File: src/rtl/caliptra_prim_xor_pkg.sv
// Shared types and tree-geometry helpers for the pipelined XOR reduction.
// Levels are packed back to back in one flat bus; these functions give sizes and offsets.
package caliptra_prim_xor_pkg;

  typedef enum logic {
    XorReduce = 1'b0,
    XorAccum  = 1'b1
  } xor_mode_e;

  // Entries present at tree level k (level 0 = raw operands).
  function automatic int unsigned num_level_entries(input int unsigned n, input int unsigned k);
    int unsigned e;
    e = n;
    for (int unsigned i = 0; i < k; i++) begin
      e = (e + 1) / 2;
    end
    return e;
  endfunction

  // Number of entries in all levels below k, i.e. the entry offset of level k in the flat bus.
  function automatic int unsigned level_entry_base(input int unsigned n, input int unsigned k);
    int unsigned s;
    s = 0;
    for (int unsigned i = 0; i < k; i++) begin
      s = s + num_level_entries(n, i);
    end
    return s;
  endfunction

endpackage

File: src/rtl/caliptra_prim_xor_reduce_pipe_if.sv
// Input-beat and result handshake bundle for the XOR reduction pipeline.
interface caliptra_prim_xor_reduce_pipe_if
  import caliptra_prim_xor_pkg::*;
#(
  parameter int unsigned Width = 32,
  parameter int unsigned NumIn = 4
) ();

  logic                   valid_i;
  logic                   ready_o;
  logic [NumIn*Width-1:0] data_i;
  xor_mode_e              mode_i;
  logic                   clear_i;
  logic                   valid_o;
  logic                   ready_i;
  logic [Width-1:0]       data_o;
  logic                   busy_o;

  modport master (
    output valid_i, data_i, mode_i, clear_i, ready_i,
    input  ready_o, valid_o, data_o, busy_o
  );

  modport slave (
    input  valid_i, data_i, mode_i, clear_i, ready_i,
    output ready_o, valid_o, data_o, busy_o
  );

endinterface

File: src/rtl/caliptra_prim_xor_tree_stage.sv
// One registered level of the XOR tree: pairwise XOR, odd entry passes through.
// xor_i is folded into entry 0 so the final level can merge the accumulator.
module caliptra_prim_xor_tree_stage
  import caliptra_prim_xor_pkg::*;
#(
  parameter  int unsigned Width      = 32,
  parameter  int unsigned NumEntries = 4,
  localparam int unsigned OutEntries = (NumEntries + 1) / 2
) (
  input  logic                        clk_i,
  input  logic                        rst_ni,
  input  logic                        en_i,
  input  logic                        valid_i,
  input  xor_mode_e                   mode_i,
  input  logic [NumEntries*Width-1:0] data_i,
  input  logic [Width-1:0]            xor_i,
  output logic                        valid_o,
  output xor_mode_e                   mode_o,
  output logic [OutEntries*Width-1:0] data_o
);

  logic [OutEntries*Width-1:0] fold;
  logic [OutEntries*Width-1:0] data_d, data_q;
  logic                        vld_d, vld_q;
  xor_mode_e                   mode_d, mode_q;

  for (genvar j = 0; j < OutEntries; j++) begin : g_pair
    if (2 * j + 1 < NumEntries) begin : g_xor
      assign fold[j*Width +: Width] = data_i[(2*j)*Width +: Width] ^ data_i[(2*j+1)*Width +: Width];
    end else begin : g_pass
      assign fold[j*Width +: Width] = data_i[(2*j)*Width +: Width];
    end
  end

  // Payload only loads for real beats; a bubble just clears the valid.
  always_comb begin
    vld_d  = vld_q;
    mode_d = mode_q;
    data_d = data_q;
    if (en_i) begin
      vld_d = valid_i;
      if (valid_i) begin
        mode_d             = mode_i;
        data_d             = fold;
        data_d[Width-1:0]  = fold[Width-1:0] ^ xor_i;
      end
    end
  end

  always_ff @(posedge clk_i) begin
    if (!rst_ni) begin
      vld_q  <= 1'b0;
      mode_q <= XorReduce;
      data_q <= '0;
    end else begin
      vld_q  <= vld_d;
      mode_q <= mode_d;
      data_q <= data_d;
    end
  end

  assign valid_o = vld_q;
  assign mode_o  = mode_q;
  assign data_o  = data_q;

endmodule

File: src/rtl/caliptra_prim_xor_reduce_pipe.sv
// Pipelined NumIn-operand XOR reduction with elastic valid/ready flow and an
// optional running-XOR accumulator merged at the last tree level.
module caliptra_prim_xor_reduce_pipe
  import caliptra_prim_xor_pkg::*;
#(
  parameter int unsigned Width = 32,
  parameter int unsigned NumIn = 4
) (
  input  logic                           clk_i,
  input  logic                           rst_ni,
  caliptra_prim_xor_reduce_pipe_if.slave bus
);

  localparam int unsigned Stages  = $clog2(NumIn);
  localparam int unsigned BusE    = level_entry_base(NumIn, Stages + 1);
  localparam int unsigned LastIn  = level_entry_base(NumIn, Stages - 1) * Width;
  localparam int unsigned OutBase = level_entry_base(NumIn, Stages) * Width;

  logic [BusE*Width-1:0] lvl;
  logic [Stages:0]       vld;
  logic [Stages+1:1]     en;
  xor_mode_e             mode_l [Stages+1];

  logic [Width-1:0] acc_d, acc_q;
  logic [Width-1:0] acc_base, acc_inj, acc_fold;
  logic             acc_load;

  assign lvl[NumIn*Width-1:0] = bus.data_i;
  assign vld[0]               = bus.valid_i;
  assign mode_l[0]            = bus.mode_i;
  assign en[Stages+1]         = bus.ready_i;

  for (genvar k = 1; k <= Stages; k++) begin : g_level
    localparam int unsigned InE   = num_level_entries(NumIn, k - 1);
    localparam int unsigned OutE  = num_level_entries(NumIn, k);
    localparam int unsigned InOff = level_entry_base(NumIn, k - 1) * Width;
    localparam int unsigned OutOff = level_entry_base(NumIn, k) * Width;
    localparam bit          IsLast = (k == Stages);

    logic [Width-1:0] inj;

    // A level advances when it is empty or the level after it advances.
    assign en[k] = ~vld[k] | en[k+1];
    assign inj   = IsLast ? acc_inj : '0;

    caliptra_prim_xor_tree_stage #(
      .Width     (Width),
      .NumEntries(InE)
    ) u_stage (
      .clk_i  (clk_i),
      .rst_ni (rst_ni),
      .en_i   (en[k]),
      .valid_i(vld[k-1]),
      .mode_i (mode_l[k-1]),
      .data_i (lvl[InOff +: InE*Width]),
      .xor_i  (inj),
      .valid_o(vld[k]),
      .mode_o (mode_l[k]),
      .data_o (lvl[OutOff +: OutE*Width])
    );
  end

  // Clear takes precedence over the stored value for a beat entering the output this cycle.
  assign acc_base = bus.clear_i ? '0 : acc_q;
  assign acc_inj  = (mode_l[Stages-1] == XorAccum) ? acc_base : '0;
  // The last level always folds exactly two entries.
  assign acc_fold = lvl[LastIn +: Width] ^ lvl[LastIn + Width +: Width] ^ acc_base;
  assign acc_load = en[Stages] & vld[Stages-1] & (mode_l[Stages-1] == XorAccum);

  always_comb begin
    acc_d = acc_base;
    if (acc_load) begin
      acc_d = acc_fold;
    end
  end

  always_ff @(posedge clk_i) begin
    if (!rst_ni) begin
      acc_q <= '0;
    end else begin
      acc_q <= acc_d;
    end
  end

  assign bus.ready_o = en[1];
  assign bus.valid_o = vld[Stages];
  assign bus.data_o  = lvl[OutBase +: Width];
  assign bus.busy_o  = |vld[Stages:1];

  // An accumulating beat leaves the accumulator equal to the result it produced.
  acc_tracks_result: assert property (@(posedge clk_i) disable iff (!rst_ni)
    acc_load |=> (mode_l[Stages] == XorAccum) && (bus.data_o == acc_q));

endmodule

File: src/flat_wrapper.sv
// flat-port wrapper written by rule: the top's interface ports become plain ports
module caliptra_prim_xor_reduce_pipe_flat import caliptra_prim_xor_pkg::*;
#(
  parameter int unsigned Width = 32,
  parameter int unsigned NumIn = 4
)
  (clk_i, rst_ni, bus_valid_i, bus_data_i, bus_mode_i, bus_clear_i, bus_ready_i, bus_ready_o, bus_valid_o, bus_data_o, bus_busy_o);
  caliptra_prim_xor_reduce_pipe_if #(.Width(Width), .NumIn(NumIn)) bus_i ();
  input  logic clk_i;
  input  logic rst_ni;
  input wire logic [$bits(bus_i.valid_i)-1:0] bus_valid_i;
  input wire logic [$bits(bus_i.data_i)-1:0] bus_data_i;
  input wire logic [$bits(bus_i.mode_i)-1:0] bus_mode_i;
  input wire logic [$bits(bus_i.clear_i)-1:0] bus_clear_i;
  input wire logic [$bits(bus_i.ready_i)-1:0] bus_ready_i;
  output wire logic [$bits(bus_i.ready_o)-1:0] bus_ready_o;
  output wire logic [$bits(bus_i.valid_o)-1:0] bus_valid_o;
  output wire logic [$bits(bus_i.data_o)-1:0] bus_data_o;
  output wire logic [$bits(bus_i.busy_o)-1:0] bus_busy_o;
  assign bus_i.valid_i = bus_valid_i;
  assign bus_i.data_i = bus_data_i;
  assign bus_i.mode_i = bus_mode_i;
  assign bus_i.clear_i = bus_clear_i;
  assign bus_i.ready_i = bus_ready_i;
  assign bus_ready_o = bus_i.ready_o;
  assign bus_valid_o = bus_i.valid_o;
  assign bus_data_o = bus_i.data_o;
  assign bus_busy_o = bus_i.busy_o;
  caliptra_prim_xor_reduce_pipe #(.Width(Width), .NumIn(NumIn)) u_core (.clk_i(clk_i), .rst_ni(rst_ni), .bus(bus_i));
endmodule
File: config.mk
export PLATFORM = sky130hd
export DESIGN_NAME = caliptra_prim_xor_reduce_pipe_flat
export DESIGN_NICKNAME = d
export VERILOG_FILES = /design/src/rtl/caliptra_prim_xor_pkg.sv /design/src/rtl/caliptra_prim_xor_reduce_pipe_if.sv /design/src/rtl/caliptra_prim_xor_tree_stage.sv /design/src/rtl/caliptra_prim_xor_reduce_pipe.sv /design/src/flat_wrapper.sv
export SDC_FILE = /design/constraint.sdc
export NUM_CORES = 1
export LEC_CHECK = 0
export CAP_MARGIN = 10
export CELL_PAD_IN_SITES_DETAIL_PLACEMENT = 1
export CELL_PAD_IN_SITES_GLOBAL_PLACEMENT = 2
export CORE_ASPECT_RATIO = 1.5
export CORE_MARGIN = 4
export CORE_UTILIZATION = 30
export DETAILED_ROUTE_END_ITERATION = 16
export PLACE_DENSITY = 0.81
export REMOVE_ABC_BUFFERS = 1
export SYNTH_ARGS = -nofsm -noshare
export SYNTH_HDL_FRONTEND = slang
export SYNTH_SLANG_ARGS = --single-unit
File: constraint.sdc
create_clock -name clk_i -period 1.7 [get_ports clk_i]
set_input_delay 0.34 -clock clk_i [delete_from_list [all_inputs] [get_ports clk_i]]
set_output_delay 0.34 -clock clk_i [all_outputs]
set_load 0.01 [all_outputs]
==> metrics.md <==
| Metric | Value |
|---|---|
| Final hold violations | `0` |
| Synth top area share | `38.5%` |
| Nets | `973` |
| CP Launch Type | `primary input` |
| Port bufs | `168` |
| Final Max Slew Viols | `0` |
| Worst vdd rail ir drop | `0.000822 V` |
| Std-Cell Rows | `67` |
| Critical Path RT | `1360 ps` |
| CP Max Fanout | `2` |
| Leading area contributor after synthesis | `dfxtp_1` |
| Yosys warning count | `0` |
| Final instance area | `9430 µm²` |
| Fin cells | `1128` |
| Avg Inst Size Synth | `9.87 µm²` |
| Crit-path cells | `clkdlybuf4s50_1 -> and3b_4 -> inv_4 -> clkdlybuf4s15_1` |
| Drt via density | `5.00` |
| Main flop type after synthesis | `dfxtp_1` |
| Antenna violations before repair | `0` |
| Commonest cells post-synth | `dfxtp_1 (131), xnor2_1 (94), a21oi_1 (37)` |
| Asr flop ratio synth | `0%` |
| Post-Syn Instances | `690` |
| Mean routed wirelength per cell | `17.1 µm` |
| WP data arrival | `1320 ps` |
| Dpl hpwl | `13.0 mm` |
| Count of cell types in the netlist | `30` |
| EDFF count, synth | `0` |
| Placed inst area | `8800 µm²` |
| CP max-delay cell | `clkdlybuf4s50_1` |
| CTS tree | `done` |
| # DRC | `0` |
| CTS Buffer Depth | `2` |
| Seq cells post-synth | `131` |
| # H-tree levels | `4` |
| CTS Buf Count | `17` |
| FF-to-FF path depth | `6` |
| CTS sink count | `131` |
| Fillers | `2468` |
| Max Cap Viol | `0` |
| Clock root buffer | `clkbuf_16` |
| Die W | `131 µm` |
| Core region area | `22400 µm²` |
| Largest net degree at the start of global routing | `97` |
| Initial Utilization | `30.4%` |
| Post-route ant nets | `0` |
| Worst Setup End Kind | `primary output` |
| Vias | `5645` |
| Final setup violation count | `0` |
| Placed Cells incl. Taps | `1096` |
| Hold Path Cell Cnt | `3` |
| Static Leak | `3.63 nW` |
| Worst min path class | `in2reg` |
| GPL Wtd Cong | `0.708` |
| # IOs | `169` |
| Relative slew slack | `68.4%` |
| Run status | `finished clean` |
| Unrepaired setup endpoints after global routing | `no` |
| Critical path type | `in2out` |
| Starting DRC count in detailed routing | `288` |
| GR Util All Layers | `15.6%` |
| Drt total wl | `19.2 mm` |
| Seq/Total Area, Yosys | `38.5%` |
| GRT Residual Overflow | `0` |
| Setup TNS | `0 ps` |
| Vias in the first global route | `5804` |
| Fin util | `42.1%` |
| PwrDens | `918 nW/µm²` |
| Final worst path period need | `1660 ps` |
| Layout cell share with drive strength beyond 1 | `15.5%` |
| Diodes inserted | `0` |
| Register area | `2630 µm²` |
| Synthesized cell area | `6810 µm²` |
| Multi-input combinational cell area | `3710 µm²` |
| Final hold slack | `357 ps` |
| Die area | `25200 µm²` |
| P&R area growth vs syn | `38.5%` |
| Tcrit/Tclk final | `97.8%` |
| Synth top area cells | `dfxtp_1 (39%), xnor2_1 (12%), a211oi_2 (5.5%)` |
| Die Ht | `193 µm` |
| First-pass GRT wire length | `30.8 mm` |
| TritonRoute pass-1 iters | `4` |
| Clk slew on worst S/H paths | `60 ps` |
| Worst skew pair latency | `420 ps` |
| CTS Hold Buffers Added | `0` |
| Fmax | `601 MHz` |
| Critical Path Max Stage Delay | `400 ps` |
| Clk_skew | `10.7 ps` |
| Cell with the most instances after synthesis | `dfxtp_1` |
| Worst slew pin tran | `474 ps` |
cells in the final DEF (no fill, tap or decap), types with 4 or more instances in the layout:
cell / instances
nand4b_1: 15
xnor2_1: 94
a21oi_2: 30
nand3b_1: 32
o2bb2ai_1: 32
a211oi_1: 34
inv_1: 34
a21oi_1: 37
dlygate4sd2_1: 15
clkbuf_16: 17
o21ai_0: 33
clkdlybuf4s50_1: 132
dlymetal6s2s_1: 16
xor2_1: 34
a211oi_2: 30
buf_4: 17
buf_12: 9
mux2i_1: 32
nand4_1: 17
dfxtp_1: 128
clkinv_2: 4
or3_1: 32
per-stage QoR:
stage               power [mW]  setup slack [ps]
floorplan                 4.18              -530
global placement          4.95              -239
detailed placement        4.98              -251
CTS                       8.80              1.09
global route              9.08             0.377
finish                    8.66              36.6
cell families after synthesis:
| family | after synthesis | share of synthesized area, % |
|---|---|---|
| mux | 32 | 4.70 |
| xor+xnor | 128 | 16.5 |
| simple gates | 102 | 10.6 |
| flops | 131 | 38.5 |
| buf+inv | 100 | 7.17 |
| compound gates | 197 | 22.5 |
registers in the layout, summed over array words and instances, names as in the netlist:
| signal | flops |
|---|---|
| u_core.acc_q | 32 |
| u_core.g_level.u_stage.data_o | 96 |
| u_core.g_level.u_stage.mode_o | 1 |
| u_core.g_level.u_stage.valid_o | 2 |
layout make-up:
class | instances | area share [%]
Clock buffer | 19 | 4.80
Timing Repair Buffer | 194 | 21.2
Sequential cell | 131 | 27.8
Inverter | 36 | 1.49
Clock inverter | 13 | 1.68
Multi-Input combinational cell | 459 | 39.4
Tap cell | 276 | 3.66
critical path, delay by kind of cell:
| family | cells | cell delay [ps] |
|---|---|---|
| AND/OR/NAND/NOR | 1 | 310 |
| buffers and inverters | 3 | 660 |
path summary, 6_finish.rpt:
path,startpoint,to,slack [ps]
min reg2reg,u_core.g_level[2].u_stage.data_o[19],u_core.g_level[2].u_stage.data_o[19],460
max reg2reg,u_core.g_level[1].u_stage.valid_o,u_core.g_level[1].u_stage.data_o[13],220
max,bus_ready_i,bus_ready_o,40
min,bus_valid_i,u_core.g_level[1].u_stage.valid_o,360
power breakdown:
| part | internal (mW) | switching [mW] | total (mW) |
|---|---|---|---|
| Sequential | 3.26 | 0.131 | 3.39 |
| Combinational | 0.793 | 0.685 | 1.48 |
| Clock | 2.38 | 1.41 | 3.79 |
| Total | 6.43 | 2.23 | 8.66 |
timing repair:
item                                    4_1_cts  5_1_grt
endpoints found under the setup margin       17       17
hold endpoints to repair                      0        0
resized for setup                            19       17
setup buffers                                 0        0
per-layer routing:
layer / wire (µm) / vias up / track usage, %
met2: 10700 / 92 / 29.0
met1: 7690 / 2777 / 17.5
met5: 0 / - / 0
met4: 282 / 0 / 4.47
met3: 573 / 16 / 3.52
li1: - / 2760 / -
Note: power is estimated with default switching activity, not from simulation.
